**config.mk**
```make
export PLATFORM = sky130hd
export DESIGN_NAME = hls_mac_pipe
export DESIGN_NICKNAME = d
export VERILOG_FILES = /design/src/rtl/hls_mac_pkg.sv /design/src/rtl/hls_mac_fmt.sv /design/src/rtl/hls_mac_pipe.sv
export SDC_FILE = /design/constraint.sdc
export NUM_CORES = 1
export LEC_CHECK = 0
export BUFFER_PORTS_ARGS = -buffer_cell sky130_fd_sc_hd__buf_4
export CAP_MARGIN = 40
export CORE_UTILIZATION = 35
export CTS_BUF_LIST = sky130_fd_sc_hd__clkbuf_4
export DETAILED_ROUTE_END_ITERATION = 8
export PLACE_DENSITY = 0.61
export SYNTH_ARGS = -nofsm -noshare
export SYNTH_HDL_FRONTEND = slang
export SYNTH_SLANG_ARGS = --single-unit
```
**constraint.sdc**
```tcl
create_clock -name clk -period 4.5 [get_ports clk]
set_input_delay 0.9 -clock clk [delete_from_list [all_inputs] [get_ports clk]]
set_output_delay 0.9 -clock clk [all_outputs]
set_load 0.03 [all_outputs]
```
**src/rtl/hls_mac_pkg.sv**
```systemverilog
// hls_mac_pkg: width helpers, saturation bounds and overflow mode encodings for hls_mac_pipe.
package hls_mac_pkg;
  typedef enum logic {WRAP = 1'b0, SAT = 1'b1} ovf_mode_e;

  function automatic int prod_w(input int a_w, input int b_w);
    return a_w + b_w + 1;
  endfunction

  function automatic int acc_w(input int a_w, input int b_w, input int guard);
    return prod_w(a_w, b_w) + guard;
  endfunction

  function automatic longint sat_max(input int p_w);
    return (longint'(1) <<< (p_w - 1)) - 1;
  endfunction

  function automatic longint sat_min(input int p_w);
    return -(longint'(1) <<< (p_w - 1));
  endfunction
endpackage

```
**src/rtl/hls_mac_fmt.sv**
```systemverilog
// hls_mac_fmt: narrows a signed accumulator value to P_WIDTH by wrapping or saturating, flagging lost range.
module hls_mac_fmt
  import hls_mac_pkg::*;
#(
  parameter int ACC_W    = 26,
  parameter int P_WIDTH  = 12,
  parameter int SATURATE = 0
) (
  input  logic signed [ACC_W-1:0]   acc_i,
  output logic        [P_WIDTH-1:0] p_o,
  output logic                      ovf_o
);
  localparam logic [P_WIDTH-1:0] P_MAX = P_WIDTH'(sat_max(P_WIDTH));
  localparam logic [P_WIDTH-1:0] P_MIN = P_WIDTH'(sat_min(P_WIDTH));

  logic signed [P_WIDTH-1:0] lo;
  logic fits;

  // The value is representable exactly when re-extending its low bits reproduces it.
  assign lo    = acc_i[P_WIDTH-1:0];
  assign fits  = ACC_W'(lo) == acc_i;
  assign ovf_o = !fits;
  assign p_o   = (SATURATE == int'(SAT) && !fits) ? (acc_i[ACC_W-1] ? P_MIN : P_MAX) : lo;
endmodule

```
**src/rtl/hls_mac_pipe.sv**
```systemverilog
// hls_mac_pipe: pipelined multiply / multiply-accumulate with valid/ready flow control and a global stall.
module hls_mac_pipe
  import hls_mac_pkg::*;
#(
  parameter int A_WIDTH   = 12,
  parameter int B_WIDTH   = 5,
  parameter int P_WIDTH   = 12,
  parameter int A_SIGNED  = 1,
  parameter int B_SIGNED  = 0,
  parameter int NUM_STAGE = 4,
  parameter int SATURATE  = 0,
  parameter int ACC_GUARD = 8
) (
  input  logic               clk,
  input  logic               reset,
  input  logic               in_valid,
  output logic               in_ready,
  input  logic [A_WIDTH-1:0] in_a,
  input  logic [B_WIDTH-1:0] in_b,
  input  logic               in_acc,
  output logic               out_valid,
  input  logic               out_ready,
  output logic [P_WIDTH-1:0] out_p,
  output logic               out_ovf
);
  localparam int PROD_W = prod_w(A_WIDTH, B_WIDTH);
  localparam int ACC_W  = acc_w(A_WIDTH, B_WIDTH, ACC_GUARD);
  localparam int ND     = NUM_STAGE - 3;

  logic                      adv;
  logic                      v1_q, acc1_q;
  logic [A_WIDTH-1:0]        a1_q;
  logic [B_WIDTH-1:0]        b1_q;
  logic signed [PROD_W-1:0]  ax, bx, prod_d;
  logic                      v_q [0:ND];
  logic                      f_q [0:ND];
  logic signed [PROD_W-1:0]  p_q [0:ND];
  logic signed [ACC_W-1:0]   acc_q, acc_d, acc_base, prod_x;
  logic [P_WIDTH-1:0]        fmt_p;
  logic                      fmt_ovf;

  assign adv      = !out_valid | out_ready;
  assign in_ready = adv;

  always_ff @(posedge clk or negedge reset)
    if (!reset) begin
      v1_q   <= 1'b0;
      acc1_q <= 1'b0;
      a1_q   <= '0;
      b1_q   <= '0;
    end else if (adv) begin
      v1_q   <= in_valid;
      acc1_q <= in_acc;
      a1_q   <= in_a;
      b1_q   <= in_b;
    end

  assign ax     = {{(PROD_W-A_WIDTH){(A_SIGNED != 0) && a1_q[A_WIDTH-1]}}, a1_q};
  assign bx     = {{(PROD_W-B_WIDTH){(B_SIGNED != 0) && b1_q[B_WIDTH-1]}}, b1_q};
  assign prod_d = ax * bx;

  always_ff @(posedge clk or negedge reset)
    if (!reset) begin
      v_q[0] <= 1'b0;
      f_q[0] <= 1'b0;
      p_q[0] <= '0;
    end else if (adv) begin
      v_q[0] <= v1_q;
      f_q[0] <= acc1_q;
      p_q[0] <= prod_d;
    end

  for (genvar i = 1; i <= ND; i++) begin : g_dly
    always_ff @(posedge clk or negedge reset)
      if (!reset) begin
        v_q[i] <= 1'b0;
        f_q[i] <= 1'b0;
        p_q[i] <= '0;
      end else if (adv) begin
        v_q[i] <= v_q[i-1];
        f_q[i] <= f_q[i-1];
        p_q[i] <= p_q[i-1];
      end
  end

  assign prod_x   = ACC_W'(p_q[ND]);
  assign acc_base = f_q[ND] ? acc_q : '0;
  assign acc_d    = acc_base + prod_x;

  hls_mac_fmt #(
    .ACC_W    (ACC_W),
    .P_WIDTH  (P_WIDTH),
    .SATURATE (SATURATE)
  ) u_fmt (
    .acc_i (acc_d),
    .p_o   (fmt_p),
    .ovf_o (fmt_ovf)
  );

  // Bubbles reaching the last stage clear out_valid but leave acc_q and the held result untouched.
  always_ff @(posedge clk or negedge reset)
    if (!reset) begin
      out_valid <= 1'b0;
      out_p     <= '0;
      out_ovf   <= 1'b0;
      acc_q     <= '0;
    end else if (adv) begin
      out_valid <= v_q[ND];
      if (v_q[ND]) begin
        acc_q   <= acc_d;
        out_p   <= fmt_p;
        out_ovf <= fmt_ovf;
      end
    end
endmodule

```
### After elaboration in Yosys (flattened, before gate mapping)

Index checks and enable logic that the tools add are counted.

| word-level totals | value |
|---|---|
| bits in registers | 99 |
| output and inout bits | 15 |
| word-level logic and storage cells | 22 |

| cells by class | value |
|---|---|
| reductions and logical operators | 3 |
| bitwise gates (word level) | 1 |
| multiply operators | 1 |
| $add $sub $neg | 1 |
| equality and inequality tests | 1 |
| multiplexer cells | 1 |

Operators with widths:

| kind | count |
|---|---|
| $add A26 B18 Y26 | 1 |
| $mux W26 | 1 |
| $mul A12 B6 Y18 | 1 |
| $eq A1 B14 Y1 | 1 |
| $logic_not A1 Y1 | 2 |
| $reduce_and A2 Y1 | 1 |
| $or A1 B1 Y1 | 1 |

### Logic depth before layout (Yosys ltp)

Gate-level depths: netlist (run 1).

| logic depth | value |
|---|---|
| depth in word-level cells | 4 |
| depth in mapped cells | 18 |
| depth with buffers taken out | 17 |

### Hierarchy

Synthesis (run 1) repeated with hierarchy kept, for this count alone.

| second synthesis, totals | value |
|---|---|
| cell total of the unflattened synthesis | 820 |
| area, all modules | 7513.5 µm² |

Modules (own cells, without submodules):

| module | cells an instance | sequential area each (µm²) | times used | area an instance (µm²) |
|---|---|---|---|---|
| hls_mac_pipe | 795 | 2477.4 | 1 | 7348.3 |
| hls_mac_fmt | 25 | 0.0 | 1 | 165.2 |

### Worst setup path after synthesis (run 1)

No wires, ideal clock.

| timing | value |
|---|---|
| path type | flip-flop to flip-flop |
| start | register b1_q[2] |
| end | register p_q[35] in the netlist's numbering |
| arrival | 4.298 ns |
| library setup time | 0.136 ns |
| setup slack | 0.066 ns |
| path buffers | 1 |
| clock period less this slack | 4.434 ns |
| stages on the path, launching flop included | 19 |
| cells stage by stage | dfrtp_1 -> clkbuf_1 -> and2_1 -> fa_1 -> inv_1 -> fa_1 -> fa_1 -> inv_1 -> ha_1 -> a21o_1 -> a21oi_1 -> o21bai_1 -> a21oi_1 -> o21ai_0 -> a211oi_1 -> o21ai_0 -> a31oi_1 -> xnor2_1 -> o21ai_0 |

| on the way | value |
|---|---|
| longest elaborated chain between the ends | 1 |

RTL lines:

| item | RTL line | text |
|---|---|---|
| start: declaration | hls_mac_pipe.sv:33 | `logic [B_WIDTH-1:0] b1_q;` |
| start signal: assignment | hls_mac_pipe.sv:55 | `b1_q <= in_b;` |
| $mul A12 B6 Y18 | hls_mac_pipe.sv:60 | `assign prod_d = ax * bx;` |
| end: declaration | hls_mac_pipe.sv:37 | `logic signed [PROD_W-1:0] p_q [0:ND];` |

Every way passes these cells.
A chain may end at the register's enable or synchronous reset.

### Worst setup path in the final report (run 1)

| timing | value |
|---|---|
| start | register a1_q[3] |
| end | register p_q[35] in the netlist's numbering |

| on the way | value |
|---|---|
| longest elaborated chain between the ends | 1 |

RTL lines:

| item | RTL line | text |
|---|---|---|
| start: declaration | hls_mac_pipe.sv:32 | `logic [A_WIDTH-1:0] a1_q;` |
| start signal: assignment | hls_mac_pipe.sv:54 | `a1_q <= in_a;` |
| $mul A12 B6 Y18 | hls_mac_pipe.sv:60 |  |

Every way passes these cells.

==> flow_metrics.py, run 1 <==
metrics = {
    "run_status": {
        "status": "finished clean",
    },
    "yosys": {
        "synthArstFlopShare": 1.00,
        "synth_area_per_cell_um2": 8.77,
        "ys.flop_type": "dfrtp_1",
        "synth_top_cell_area_share": 0.312,
        "syn-num-nets": 914,
        "yosysSeqAreaShare": 0.312,
        "netlist_instances": 796,
        "synth.distinct_cells": 57,
        "yosysTopAreaCell": "dfrtp_1",
        "synth_area_mm2": 0.00698,
        "synth_warnings": 0,
        "synth_area_leaders": "dfrtp_1, fa_1, ha_1",
        "synth-edff-count": 0,
        "synth_seq_cells": 87,
    },
    "floorplanning": {
        "die_w_um": 143,
        "chipHeight_um": 143,
        "core_area_mm2": 0.0195,
        "pin_count": 37,
        "die_area_mm2": 0.0205,
        "num_rows": 51,
        "initial_utilization": 0.358,
    },
    "finish": {
        "nets": 939,
        "area_growth_syn_to_layout_pct": 10.1,
        "final_common_cell": "nand2_1",
        "final_layout_size_suffix_gt1_frac": 0.120,
        "final_util": 0.394,
        "layout_common_cells": "nand2_1, dfrtp_1, and2_1",
    },
    "global_routing": {
        "grt_pass1_wl_um": 23700,
        "grt_antenna_before_repair": 1,
        "grt_usage": 0.145,
        "grt_overflow_total": 0,
        "grt_max_degree": 64,
        "grt_pass1_vias": 5030,
    },
    "worst_setup_path": {
        "worstSetupEndpointType": "flip-flop",
        "crit_chain": "buf_4 > and2_1 > fa_1 > ha_1 > fa_1 > fa_1 > a21o_1 > a21oi_2 > o21bai_1 > a21oi_2 > o21ai_1 > a211oi_2 > o21ai_1 > a31oi_1 > xnor2_1 > o21ai_0",
        "max_stage_delay_ns": 0.54,
        "worst_r2r_path_depth": 16,
        "critPathLaunchType": "flip-flop",
        "crit_slowest_cell": "fa_1",
        "crit_arrival_ns": 4.51,
        "r2r_end": "p_q[35]$_DFFE_PN0N_",
        "cp.required_ns": 4.84,
        "reg2reg_from": "a1_q[3]$_DFFE_PN0N_",
        "ff2ff_setup_slack_ns": 0.34,
        "path_common_cell": "fa_1",
        "crit_type": "reg2reg",
        "critPathMaxFanout": 5,
    },
    "flow_run": {
        "maxCapViolations": 0,
    },
    "route": {
        "vias_per_cell": 4.56,
        "wl_per_cell_um": 12.0,
        "first_pass_iters": 4,
        "drtIter0Drc": 140,
        "drc": 0,
        "ant_nets": 0,
        "wirelength_um": 13100,
        "routed-via-count": 4978,
    },
    "timing": {
        "setup_viol": 0,
        "period_needed_ns": 4.16,
        "drv_slew": 0,
        "rsz0062_at_grt": "no",
        "finalHoldViolCount": 0,
        "max_freq_ghz": 0.240,
        "setup_tns_ns": 0,
        "slew_headroom": 0.447,
        "skew_ns": 0.0189,
        "hold_ws_ns": 0.482,
        "finalCritPeriodShare": 0.925,
        "tightest_slew_ns": 0.829,
    },
    "placed_design": {
        "place.detailed.hpwl_um": 9850,
        "place.gp.congestion": 0.845,
        "buffer_ports.inserted": 36,
    },
    "clock_tree": {
        "cts_htree_levels": 3,
        "cts_root_buffer": "clkbuf_4",
        "clock_latency_ns": 0.47,
        "clock_path_buffers": 2,
        "path_clk_slew_ns": 0.14,
        "cts_buffers": 9,
        "cts_sinks": 87,
        "cts_tree": "yes",
    },
    "hold_path": {
        "worstHoldStart": "p_q[22]$_DFFE_PN0N_",
        "worstHoldEndpoint": "p_q[4]$_DFFE_PN0N_",
        "hold_depth": 2,
        "hold_path.class": "reg2reg",
    },
}
==> per-layer routing <==
layer | track usage | up-vias | share of wire
met5 | 0 | - | 0
met4 | 0.0442 | 0 | 0.011
met3 | 0.0335 | 12 | 0.033
met2 | 0.231 | 53 | 0.44
met1 | 0.194 | 2263 | 0.51
li1 | - | 2650 | -
==> metrics by stage <==
| step | cells | setup slack, ns | instance area [µm²] |
|---|---|---|---|
| after floorplan | 796 | 0.0664 | 6980 |
| after global routing | 1092 | 0.0353 | 7690 |
| after detailed placement | 1074 | 0.00210 | 7500 |
| final | 1092 | 0.340 | 7690 |
| after global placement | 1074 | 0.0456 | 7500 |
| after CTS | 1090 | 0.0644 | 7640 |
==> cells by family after synthesis <==
logic type,synth area share
fa+ha+maj,0.213
buf+inv,0.0672
compound gates,0.123
xor+xnor,0.0452
simple gates,0.217
flops,0.312
mux,0.0222
==> critical path: cells and delay by family, from the launching register on <==
kind	cells	cell delay [ns]
fa+ha+maj	4	1.84
compound gates	9	1.35
flops	1	0.40
simple gates	1	0.17
buf+inv	1	0.14
xor+xnor	1	0.13
==> area by class of cell <==
type,count,area (µm²)
fillers,2051,11800
repair buffers,50,375
multi-input cells,598,4380
inverters,75,282
flip-flops and latches,87,2180
well taps,265,332
clock inverters,5,56.3
diodes,1,2.50
clock buffers,11,82.6
==> sequential cells by signal (all words and copies together), names as in the netlist, 2 cells and up <==
signal	flops
p_q	36
acc_q	15
a1_q	12
out_p	11
b1_q	5
f_q	2
v_q	2
==> worst max-delay path by stage <==
stage | start | endpoint | slack [ns]
after global routing | b1_q[0]$_DFFE_PN0N_ | p_q[32]$_DFFE_PN0N_ | 0.04
final | a1_q[3]$_DFFE_PN0N_ | p_q[35]$_DFFE_PN0N_ | 0.34
after CTS | b1_q[2]$_DFFE_PN0N_ | p_q[35]$_DFFE_PN0N_ | 0.06
after global placement | b1_q[2]$_DFFE_PN0N_ | p_q[35]$_DFFE_PN0N_ | 0.05
after detailed placement | b1_q[2]$_DFFE_PN0N_ | p_q[35]$_DFFE_PN0N_ | 0.002
after floorplan | b1_q[2]$_DFFE_PN0N_ | p_q[35]$_DFFE_PN0N_ | 0.07
==> Yosys cell counts, drive strengths merged, types with 4 or more instances <==
cell type,instances
o21ai,29
nand2b,6
nor2,23
o21bai,9
nor3,5
mux2,12
fa,38
nand2,183
clkbuf,22
and2,75
a211oi,8
dfrtp,87
nand3,6
o31ai,4
o21a,6
xor2,16
a21oi,40
nand4,4
buf,14
and3,4
ha,58
xnor2,20
inv,75
a21o,13
a31oi,4
==> what timing repair did <==
| item | 4_1_cts | 5_1_grt |
|---|---|---|
| setup endpoints to repair | 2 | 3 |
| buffers inserted | 0 | 1 |
| resized for setup | 1 | 8 |
| pin swaps | 0 | 4 |
| hold buffers | 0 | 0 |
Power of run 1 is not shown: default switching activity piles up to over one toggle a cycle in this logic, so the estimate is an artifact.
==> inputs of run 2 (changes only) <==
Settings changed: CELL_PAD_IN_SITES_DETAIL_PLACEMENT set to 1, CELL_PAD_IN_SITES_GLOBAL_PLACEMENT set to 1, PLACE_DENSITY 0.61 to 0.74.
==> run 2 against run 1 <==
Die area unchanged. Sequential share of layout area about the same. Critical path depth up 1. Register-to-register slack worse by 0.12 ns. Non-clock buffer count up 1. Worst setup slack worse by 0.12 ns. Via count up 4.0%. Clock-buffer cell count down 2. Wire length up 13%. Utilization about the same. Critical path type unchanged. Critical endpoint unchanged. Highest routed layer unchanged.
==> flow_metrics.py, run 2 (synthesis gave the netlist of run 1 again) <==
metrics = {
    "run_status": {
        "status": "finished clean",
    },
    "timing": {
        "max_freq_ghz": 0.233,
        "drv_slew": 0,
        "tightest_slew_ns": 0.814,
        "hold_ws_ns": 0.471,
        "skew_ns": 0.0299,
        "period_needed_ns": 4.28,
        "rsz0062_at_grt": "no",
        "setup_viol": 0,
        "finalHoldViolCount": 0,
        "finalCritPeriodShare": 0.952,
        "slew_headroom": 0.457,
    },
    "route": {
        "vias_per_cell": 4.73,
        "routed-via-count": 5175,
        "drtIter0Drc": 167,
        "first_pass_iters": 4,
        "wl_per_cell_um": 13.5,
        "wirelength_um": 14800,
        "drc": 0,
        "ant_nets": 0,
    },
    "finish": {
        "final_layout_size_suffix_gt1_frac": 0.121,
        "layout_common_cells": "nand2_1, dfrtp_1, and2_1",
        "top_regs": "p_q x36, acc_q x15, a1_q x12",
        "nets": 940,
        "final_common_cell": "nand2_1",
        "top_register": "p_q",
        "largest_reg_flops": 36,
        "fillCellCount": 2337,
        "area_growth_syn_to_layout_pct": 10.2,
    },
    "worst_setup_path": {
        "crit_arrival_ns": 4.61,
        "critPathLaunchType": "flip-flop",
        "max_stage_delay_ns": 0.54,
        "worstSetupEndpointType": "flip-flop",
        "path_common_cell": "fa_1",
        "crit_type": "reg2reg",
        "crit_slowest_cell": "fa_1",
        "critPathMaxFanout": 5,
        "crit_chain": "and2_1 > fa_1 > inv_1 > fa_1 > fa_1 > inv_1 > ha_4 > a21o_1 > a21oi_2 > o21bai_1 > a21oi_2 > o21ai_2 > a211oi_2 > o21ai_1 > a31oi_1 > xnor2_1 > o21ai_0",
        "cp.required_ns": 4.83,
        "worstPathBufferInverterCount": 2,
        "critical-path-top-delay-family": "adder cells",
    },
    "global_routing": {
        "grt_max_degree": 70,
        "grt_pass1_vias": 5419,
        "grt_pass1_wl_um": 25600,
        "grt_overflow_total": 0,
        "grt_antenna_before_repair": 1,
        "grt_usage": 0.157,
    },
    "floorplanning": {
        "chipHeight_um": 143,
        "initial_utilization": 0.358,
        "num_rows": 51,
        "die_w_um": 143,
        "pin_count": 37,
        "core_area_mm2": 0.0195,
        "die_area_mm2": 0.0205,
    },
    "clock_tree": {
        "cts_buffers": 9,
        "cts_tree": "yes",
        "path_clk_slew_ns": 0.16,
        "clock_path_buffers": 2,
        "clock_latency_ns": 0.49,
        "cts_root_buffer": "clkbuf_4",
        "cts_sinks": 87,
        "cts_htree_levels": 3,
        "hold_buffers": 0,
    },
    "placed_design": {
        "place.gp.congestion": 0.818,
        "buffer_ports.inserted": 36,
        "place.detailed.hpwl_um": 11200,
    },
    "hold_path": {
        "hold_path.class": "in2async",
    },
    "flow_run": {
        "maxCapViolations": 0,
    },
}
==> run 2: metal layers <==
layer	part of all wire	vias up	track usage
li1	-	2639	-
met1	0.50	2473	0.207
met2	0.46	48	0.263
met3	0.020	15	0.0201
met4	0.016	0	0.0571
met5	0	-	0
==> run 2: worst paths after layout <==
check / cells past startpoint / slack [ns] / from / to
max: 17 / 0.22 / b1_q[2]$_DFFE_PN0N_ / p_q[35]$_DFFE_PN0N_
min: 1 / 0.47 / reset / a1_q[2]$_DFFE_PN0N_
max in group asynchronous: 2 / 3.17 / reset / out_p[4]$_DFFE_PN0P_
max reg2reg: 17 / 0.22 / b1_q[2]$_DFFE_PN0N_ / p_q[35]$_DFFE_PN0N_
min reg2reg: 2 / 0.47 / acc1_q$_DFFE_PN0N_ / f_q[1]$_DFFE_PN0N_
min in group clk: 2 / 0.47 / acc1_q$_DFFE_PN0N_ / f_q[1]$_DFFE_PN0N_
==> run 2: worst register-to-register path, stage by stage (launching register included) <==
cell	delay [ns]
dfrtp_1	0.45
and2_1	0.17
fa_1	0.54
inv_1	0.06
fa_1	0.46
fa_1	0.54
inv_1	0.06
ha_4	0.25
a21o_1	0.19
a21oi_2	0.18
o21bai_1	0.09
a21oi_2	0.17
o21ai_2	0.10
a211oi_2	0.32
o21ai_1	0.12
a31oi_1	0.21
xnor2_1	0.13
o21ai_0	0.09
==> run 2: stage by stage <==
stage	area, µm²	utilization	cells	setup slack (ns)	setup TNS, ns
after floorplan	6980	-	796	0.0664	0
after global placement	7510	0.385	1075	0.00957	0
after detailed placement	7510	0.385	1075	-0.0814	-0.0831
after CTS	7660	0.392	1092	0.0331	0
after global routing	7690	0.394	1093	0.00432	0
final	7690	0.394	1093	0.216	0
==> run 2: layout make-up <==
cell class / count / area [µm²] / share of cell area
repair buffers: 51 / 383 / 0.0498
multi-input cells: 598 / 4380 / 0.569
inverters: 75 / 282 / 0.0366
clock buffers: 9 / 67.6 / 0.00878
diodes: 1 / 2.50 / 0.000325
clock inverters: 7 / 72.6 / 0.00943
well taps: 265 / 332 / 0.0431
flip-flops and latches: 87 / 2180 / 0.283
==> run 2: repair_timing <==
action	4_1_cts	5_1_grt
resized for setup	2	7
pin swaps	1	3
buffers inserted	1	0
setup endpoints to repair	2	3
hold endpoints to repair	0	0
Power of run 2 is left out for the same reason.
==> inputs of run 3 (changes only) <==
Settings changed: REMOVE_ABC_BUFFERS set to 1.
==> run 3 against run 2 <==
Global-route usage up 0.51 points. Largest cell class unchanged. Clock skew down 0.0091 ns. Worst setup slack better by 0.063 ns. Clock-buffer cell count unchanged. Critical path depth unchanged. First-iteration DRC count down 18%. Utilization up 0.28 points. Sequential share of layout area down 0.20 points. Register-to-register slack better by 0.06 ns.
==> flow_metrics.py, run 3 (synthesis gave the netlist of run 1 again) <==
metrics = {
    "run_status": {
        "status": "finished clean",
    },
    "floorplanning": {
        "die_area_mm2": 0.0205,
        "chipHeight_um": 143,
        "num_rows": 51,
        "initial_utilization": 0.358,
        "core_area_mm2": 0.0195,
        "die_w_um": 143,
        "pin_count": 37,
    },
    "worst_setup_path": {
        "max_stage_delay_ns": 0.54,
        "critical-path-top-delay-family": "adder cells",
        "worstSetupEndpointType": "flip-flop",
        "crit_slowest_cell": "fa_1",
        "crit_chain": "and2_1 > fa_1 > inv_1 > fa_1 > fa_1 > inv_1 > ha_4 > a21o_1 > a21oi_2 > o21bai_1 > a21oi_2 > o21ai_2 > a211oi_2 > o21ai_1 > a31oi_1 > xnor2_1 > o21ai_0",
        "worstPathBufferInverterCount": 2,
        "crit_type": "reg2reg",
        "critPathLaunchType": "flip-flop",
        "crit_arrival_ns": 4.56,
        "cp.required_ns": 4.84,
        "reg2reg_from": "b1_q[2]$_DFFE_PN0N_",
        "path_common_cell": "fa_1",
        "startpoint": "b1_q[2]$_DFFE_PN0N_",
        "critPathMaxFanout": 5,
    },
    "finish": {
        "nets": 943,
        "final_common_cell": "nand2_1",
        "area_growth_syn_to_layout_pct": 11.0,
        "regArea_mm2": 0.00218,
        "largest_reg_flops": 36,
        "final_util": 0.397,
        "top_register": "p_q",
        "layout_common_cells": "nand2_1, dfrtp_1, and2_1",
        "fillCellCount": 2360,
        "postLayoutCellArea_mm2": 0.00775,
        "multi_input_area_mm2": 0.00438,
        "top_regs": "p_q x36, acc_q x15, a1_q x12",
        "final_layout_size_suffix_gt1_frac": 0.123,
    },
    "global_routing": {
        "grt_pass1_vias": 5539,
        "grt_overflow_total": 0,
        "grt_max_degree": 57,
        "grt_antenna_before_repair": 1,
        "grt_pass1_wl_um": 26400,
        "grt_usage": 0.162,
    },
    "clock_tree": {
        "cts_buffers": 9,
        "clock_path_buffers": 2,
        "cts_sinks": 87,
        "cts_root_buffer": "clkbuf_4",
        "cts_tree": "yes",
        "cts_htree_levels": 3,
        "path_clk_slew_ns": 0.15,
        "clock_latency_ns": 0.48,
        "hold_buffers": 0,
    },
    "timing": {
        "max_freq_ghz": 0.237,
        "skew_ns": 0.0207,
        "slew_headroom": 0.586,
        "setup_viol": 0,
        "period_needed_ns": 4.22,
        "setup_tns_ns": 0,
        "drv_slew": 0,
        "finalHoldViolCount": 0,
        "hold_ws_ns": 0.261,
        "finalCritPeriodShare": 0.938,
        "rsz0062_at_grt": "no",
        "tightest_slew_ns": 0.614,
    },
    "route": {
        "drc": 0,
        "routed-via-count": 5172,
        "drtIter0Drc": 137,
        "ant_nets": 0,
        "first_pass_iters": 4,
        "wirelength_um": 14700,
        "vias_per_cell": 4.72,
        "wl_per_cell_um": 13.5,
    },
    "placed_design": {
        "place_area_mm2": 0.00755,
        "buffer_ports.inserted": 36,
        "place.gp.congestion": 0.834,
        "place.detailed.hpwl_um": 11200,
    },
    "hold_path": {
        "hold_path.class": "in2async",
    },
    "flow_run": {
        "maxCapViolations": 0,
    },
}
==> run 3: per-layer routing <==
layer | global-route usage | vias to the layer above | share of wire
met2 | 0.281 | 37 | 0.48
li1 | - | 2644 | -
met4 | 0.0297 | 0 | 0.0081
met3 | 0.0339 | 6 | 0.019
met1 | 0.209 | 2485 | 0.49
met5 | 0 | - | 0
==> run 3: repair_timing <==
| item | in CTS | in global routing |
|---|---|---|
| setup endpoints to repair | 2 | 5 |
| buffers inserted | 0 | 1 |
| gates resized for setup | 1 | 8 |
| pin swaps | 1 | 7 |
==> run 3: worst paths after layout <==
| check | end | slack [ns] | depth (start not counted) |
|---|---|---|---|
| max | p_q[35]$_DFFE_PN0N_ | 0.28 | 17 |
| max in group asynchronous | acc_q[11]$_DFFE_PN0P_ | 3.39 | 3 |
| min reg2reg | p_q[15]$_DFFE_PN0N_ | 0.48 | 2 |
| max reg2reg | p_q[35]$_DFFE_PN0N_ | 0.28 | 17 |
| min in group clk | p_q[15]$_DFFE_PN0N_ | 0.48 | 2 |
| min | b1_q[1]$_DFFE_PN0N_ | 0.26 | 1 |
==> run 3: area by class of cell <==
type,count,share of cell area
Sequential cell,87,0.281
Tap cell,265,0.0428
Clock inverter,7,0.0102
Antenna cell,1,0.000323
Multi-Input combinational cell,598,0.566
Clock buffer,9,0.00872
Inverter,75,0.0363
Timing Repair Buffer,54,0.0549
==> run 3: metrics by stage <==
stage	cells	worst slack, ns
floorplan	760	-0.924
global placement	1077	0.0571
detailed placement	1078	-0.0926
CTS	1094	0.0149
global route	1096	0.0174
finish	1096	0.278
Power of run 3 is left out for the same reason.
